<file path="config.mk">
export PLATFORM = sky130hd
export DESIGN_NAME = input_handling_bank
export DESIGN_NICKNAME = d
export VERILOG_FILES = /design/src/rtl/input_handling_bank_pkg.sv /design/src/rtl/input_handling_bank_channel.sv /design/src/rtl/input_handling_bank.sv
export SDC_FILE = /design/constraint.sdc
export NUM_CORES = 1
export LEC_CHECK = 0
export ABC_AREA = 0
export BUFFER_PORTS_ARGS = -buffer_cell sky130_fd_sc_hd__buf_4
export CAP_MARGIN = 20
export CORE_MARGIN = 1.5
export CORE_UTILIZATION = 60
export CTS_CLUSTER_DIAMETER = 200
export DETAILED_ROUTE_END_ITERATION = 10
export PLACE_DENSITY = 0.81
export REMOVE_ABC_BUFFERS = 1
export SLEW_MARGIN = 20
export SYNTH_ARGS = -nofsm -noshare
export SYNTH_HDL_FRONTEND = slang
export SYNTH_SLANG_ARGS = --single-unit
export TNS_END_PERCENT = 5
</file>
<file path="constraint.sdc">
create_clock -name clk -period 3.8 [get_ports clk]
set_clock_uncertainty 0.15 [all_clocks]
set_input_delay 0.76 -clock clk [delete_from_list [all_inputs] [get_ports clk]]
set_output_delay 0.76 -clock clk [all_outputs]
set_load 0.03 [all_outputs]
</file>
<file path="src/rtl/input_handling_bank_pkg.sv">
// Shared constants for the button input bank: mode encodings, default timing and a counter-width helper.
package input_handling_bank_pkg;

  localparam logic MODE_MOMENTARY = 1'b0;
  localparam logic MODE_TOGGLE    = 1'b1;

  localparam int DB_CYCLES_DEFAULT   = 50000;
  localparam int HOLD_CYCLES_DEFAULT = 50000000;

  // $clog2 of the count limit, never narrower than one bit
  function automatic int cnt_width(input int n);
    return ($clog2(n) < 1) ? 1 : $clog2(n);
  endfunction

endpackage

</file>
<file path="src/rtl/input_handling_bank_channel.sv">
// One button channel: 2-flop synchronizer, debounce counter, rising-edge strobe, toggle/follow state
// and, when INPUT_HOLD_EN is defined, a long-press hold flag.
module input_channel
  import input_handling_bank_pkg::*;
#(
  parameter int DB_CYCLES   = DB_CYCLES_DEFAULT,
  parameter int HOLD_CYCLES = HOLD_CYCLES_DEFAULT
) (
  input  logic clk,
  input  logic rst,
  input  logic btn,
  input  logic mode,
  input  logic force_en,
  output logic level,
  output logic pulse,
  output logic state,
  output logic hold
);

  localparam int DBW = cnt_width(DB_CYCLES);
  localparam logic [DBW-1:0] DB_LAST = DBW'(DB_CYCLES - 1);

  logic           sync1_q, sync1_d, sync2_q, sync2_d;
  logic [DBW-1:0] db_cnt_q, db_cnt_d;
  logic           level_q, level_d, level_prev_q, level_prev_d;
  logic           pulse_q, pulse_d, state_q, state_d;

  always_ff @(posedge clk or posedge rst) begin
    if (rst) begin
      sync1_q      <= 1'b0;
      sync2_q      <= 1'b0;
      db_cnt_q     <= '0;
      level_q      <= 1'b0;
      level_prev_q <= 1'b0;
      pulse_q      <= 1'b0;
      state_q      <= 1'b0;
    end else begin
      sync1_q      <= sync1_d;
      sync2_q      <= sync2_d;
      db_cnt_q     <= db_cnt_d;
      level_q      <= level_d;
      level_prev_q <= level_prev_d;
      pulse_q      <= pulse_d;
      state_q      <= state_d;
    end
  end

  always_comb begin
    sync1_d      = btn;
    sync2_d      = sync1_q;
    db_cnt_d     = db_cnt_q;
    level_d      = level_q;
    // Any sample matching the current level restarts the stability count
    if (sync2_q == level_q) begin
      db_cnt_d = '0;
    end else if (db_cnt_q == DB_LAST) begin
      level_d  = ~level_q;
      db_cnt_d = '0;
    end else begin
      db_cnt_d = db_cnt_q + 1'b1;
    end
    level_prev_d = level_q;
    pulse_d      = level_q & ~level_prev_q;
    if (mode == MODE_TOGGLE) begin
      state_d = pulse_q ? (force_en ? 1'b1 : ~state_q) : state_q;
    end else begin
      state_d = level_q;
    end
  end

  assign level = level_q;
  assign pulse = pulse_q;
  assign state = state_q;

`ifdef INPUT_HOLD_EN
  localparam int HW = cnt_width(HOLD_CYCLES);
  localparam logic [HW-1:0] HOLD_LAST = HW'(HOLD_CYCLES - 1);

  logic [HW-1:0] hold_cnt_q, hold_cnt_d;
  logic          hold_q, hold_d;

  always_ff @(posedge clk or posedge rst) begin
    if (rst) begin
      hold_cnt_q <= '0;
      hold_q     <= 1'b0;
    end else begin
      hold_cnt_q <= hold_cnt_d;
      hold_q     <= hold_d;
    end
  end

  // The hold flag itself marks saturation, so the counter freezes instead of wrapping
  always_comb begin
    hold_cnt_d = hold_cnt_q;
    hold_d     = hold_q;
    if (!level_q) begin
      hold_cnt_d = '0;
      hold_d     = 1'b0;
    end else if (!hold_q) begin
      if (hold_cnt_q == HOLD_LAST) begin
        hold_d = 1'b1;
      end else begin
        hold_cnt_d = hold_cnt_q + 1'b1;
      end
    end
  end

  assign hold = hold_q;
`else
  // Hold feature absent: flag tied low, the parameter only keeps the interface uniform
  assign hold = (HOLD_CYCLES < 0);
`endif

endmodule

</file>
<file path="src/rtl/input_handling_bank.sv">
// Bank of N_BTN independent debounced button channels; optional long-press flag via INPUT_HOLD_EN.
// force_en carries the per-channel "press latches 1" control.
module input_handling_bank
  import input_handling_bank_pkg::*;
#(
  parameter int N_BTN       = 4,
  parameter int DB_CYCLES   = DB_CYCLES_DEFAULT,
  parameter int HOLD_CYCLES = HOLD_CYCLES_DEFAULT
) (
  input  logic             clk,
  input  logic             rst,
  input  logic [N_BTN-1:0] btn,
  input  logic [N_BTN-1:0] mode,
  input  logic [N_BTN-1:0] force_en,
  output logic [N_BTN-1:0] o_level,
  output logic [N_BTN-1:0] o_pulse,
  output logic [N_BTN-1:0] o_state,
  output logic [N_BTN-1:0] o_hold
);

  for (genvar i = 0; i < N_BTN; i++) begin : g_ch
    input_channel #(
      .DB_CYCLES  (DB_CYCLES),
      .HOLD_CYCLES(HOLD_CYCLES)
    ) u_ch (
      .clk     (clk),
      .rst     (rst),
      .btn     (btn[i]),
      .mode    (mode[i]),
      .force_en(force_en[i]),
      .level   (o_level[i]),
      .pulse   (o_pulse[i]),
      .state   (o_state[i]),
      .hold    (o_hold[i])
    );
  end

endmodule

</file>
==> metrics <==
wirelength, routed=6.64 mm; Hold WC Path Type=reg -> reg; hpwl dp=4.54 mm; Critical Path Source Type=register; combinational power share=0.038; number of diodes=0; Mapped Area=0.00402 sq mm; Synth warnings=0; Slew headroom=0.586; Psw=388 uW; core area=0.00642 sq mm; period utilisation layout=0.560; global-route wire length before repair=11.8 mm; Clk pwr share=0.390; Crit. End Element=register; gr usage total=0.208; Global Route met2 Usage=0.320; slew at the pin with the worst max-slew slack=0.620 ns; Worst Path Buf+Inv=0; Seq/Total Area, Yosys=0.547; drt via density=5.59; Seq pwr share=0.572; Yosys cell types=35; critical path's slowest cell=or4_4; Detailed Routing Iterations Pass 1=7; # IOs=30; vias in the first global route=2,640; CTS buffer count=9; pins over their slew limit=0; Die Y-Extent=84.9 um; CTS resizes=0; family with the most delay on the worst path=simple AND/OR/NAND/NOR gates; largest net degree at the start of global routing=39; GR peak layer=met2; worst-skew pair later-pin latency=0.36 ns; CTS tree=built; status=complete, but fails checks; initial antenna violation count=0; worst stage delay on the critical path=0.58 ns; full die area=0.00721 sq mm; Reg clk slew, reported paths=0.09 ns; Cells after DPL=471; RSZ-0062 raised after global routing=false; gr ovfl total=0; most frequent cells in the layout=dfrtp_1 (88), nor2_1 (70), xnor2_1 (46); grt met1 use=0.286; Root Buffer=clkbuf_8; Final Hold Fails=0; met3 Use GR=0.0389; # setup viols final=0; die width=84.9 um; type of the worst setup path=reg -> reg; Worst Path Required=3.89 ns; Setup TNS=0 ns; Highest Clock Rate=0.470 GHz; Via Count=2,722; Final GP Congestion=0.792; CP max FO=5; Layout fillers=473; Sw Share=0.230; port buffer count=25; drc violations=5; 1st-iter DRT viols=137; Avg Inst Size Synth=10.5 sq um; row cnt=29; Nets=423; failing checks=DRC; Peak VDD IR=0.220 mV; Layout Cells excl Fill=487; max-cap viol count=0; commonest non-fill, non-tap cell in the layout=dfrtp_1; Mapped Cells=384; fin crit period=2.13 ns; H-Tree Level Count=3; Avg WL per Cell=13.6 um; P per Cell Area=383 mW/mm^2; Area Overhead vs Synth=9.24%; setup bufs post-CTS=0; clock tree buffer depth=2; share of cells above drive strength 1=0.134; Yosys reg bits=88; CP Cell Sequence=or4b_1, or4_4, mux2_4; CTS sink cnt=88; Leak=0.00185 uW; Arr. time, crit path=2.22 ns; Power Internal=1300 uW; ANT nets after route=0; hold_buf cts=0; total power=1680 uW; Initial Util=0.627
[flip-flops by register name, summed over array words and instances (netlist names)]
name,cells
g_ch.u_ch.db_cnt_q,64
g_ch.u_ch.level,4
g_ch.u_ch.level_prev_q,4
g_ch.u_ch.pulse,4
g_ch.u_ch.state,4
g_ch.u_ch.sync1_q,4
g_ch.u_ch.sync2_q,4
[kinds of logic after synthesis]
| family | share of synthesized area |
|---|---|
| buffers and inverters | 0.0519 |
| multiplexers | 0.0121 |
| other | 0.000932 |
| adder cells (fa/ha/maj) | 0.0124 |
| AND/OR/NAND/NOR | 0.229 |
| flip-flops | 0.547 |
| AO/OA/AOI/OAI | 0.0221 |
| XOR/XNOR | 0.124 |
[power by group through the flow]
stage                     registers [uW]  logic (uW)  clock network, uW
after global routing                 966        73.5                706
final                                963        63.6                656
after floorplan                      979        42.3                  0
after CTS                            963        65.6                671
after detailed placement             982        65.2                  0
after global placement               981        64.3                  0
[area by class of cell]
type / instances / area [sq um] / area share
Timing Repair Buffer: 27 / 203 / 0.0461
Sequential cell: 88 / 2200 / 0.501
Clock inverter: 6 / 67.6 / 0.0154
Clock buffer: 10 / 138 / 0.0313
Tap cell: 77 / 96.3 / 0.0219
Multi-Input combinational cell: 262 / 1620 / 0.369
Inverter: 17 / 65.1 / 0.0148
[path summary, 6_finish.rpt]
| kind | start | end | slack, ns | cells after the start |
|---|---|---|---|---|
| worst max-delay path | g_ch[3].u_ch.db_cnt_q[11] | g_ch[3].u_ch.level | 1.67 | 3 |
| worst min-delay path | g_ch[3].u_ch.sync1_q | g_ch[3].u_ch.sync2_q | 0.21 | 0 |
| min in group asynchronous | rst | g_ch[0].u_ch.db_cnt_q[5] | 0.31 | 2 |
| worst max register to register | g_ch[3].u_ch.db_cnt_q[11] | g_ch[3].u_ch.level | 1.67 | 3 |
| max in group asynchronous | rst | g_ch[1].u_ch.db_cnt_q[14] | 2.38 | 3 |
| worst min register to register | g_ch[3].u_ch.sync1_q | g_ch[3].u_ch.sync2_q | 0.21 | 0 |
[synth_stat cells]
library cell   n  area share
clkbuf_8       1      0.0034
or4_1          2      0.0037
a21oi_1        3      0.0037
o211ai_1       4      0.0075
or3b_2         1      0.0022
nor4bb_1       5       0.012
ha_1           4       0.012
nand3b_1       4      0.0075
and3_2         1      0.0019
nand3_1       23       0.029
or4b_1         1      0.0025
and4b_1        1      0.0025
xnor2_1       46        0.10
or2_2          2      0.0031
dfrtp_1       88        0.55
or4bb_1        1      0.0028
conb_1         1     0.00093
o31ai_1        2      0.0037
xor2_1        11       0.024
inv_1         17       0.016
buf_4         16       0.030
nand2_1       13       0.012
nor3_1        15       0.019
or4_4          1      0.0028
nand4_1       16       0.025
clkbuf_1       3      0.0028
o21ai_0        4      0.0050
mux2_4         1      0.0037
nor4b_1        2      0.0044
mux2_2         3      0.0084
and3_1         6      0.0093
nand2_4        1      0.0028
nor2_1        70       0.065
a31o_2         1      0.0022
nor4_1        14       0.022
[layer usage]
layer	wire [um]	vias up
li1	-	1341
met1	3150	1318
met2	3050	52
met3	343	11
met4	99	0
met5	0	-
[metrics by stage]
step | area [sq um] | hold slack (ns) | setup slack, ns | util
4_1_cts | 4400 | 0.209 | 1.67 | 0.684
6_report | 4400 | 0.207 | 1.67 | 0.684
3_5_place_dp | 4190 | 0.190 | 1.70 | 0.652
2_1_floorplan | 3890 | 0.181 | 0.611 | -
3_3_place_gp | 4190 | 0.182 | 1.71 | 0.652
5_1_grt | 4400 | 0.213 | 1.62 | 0.684
No activity file was read; power rests on OpenSTA's default activity.
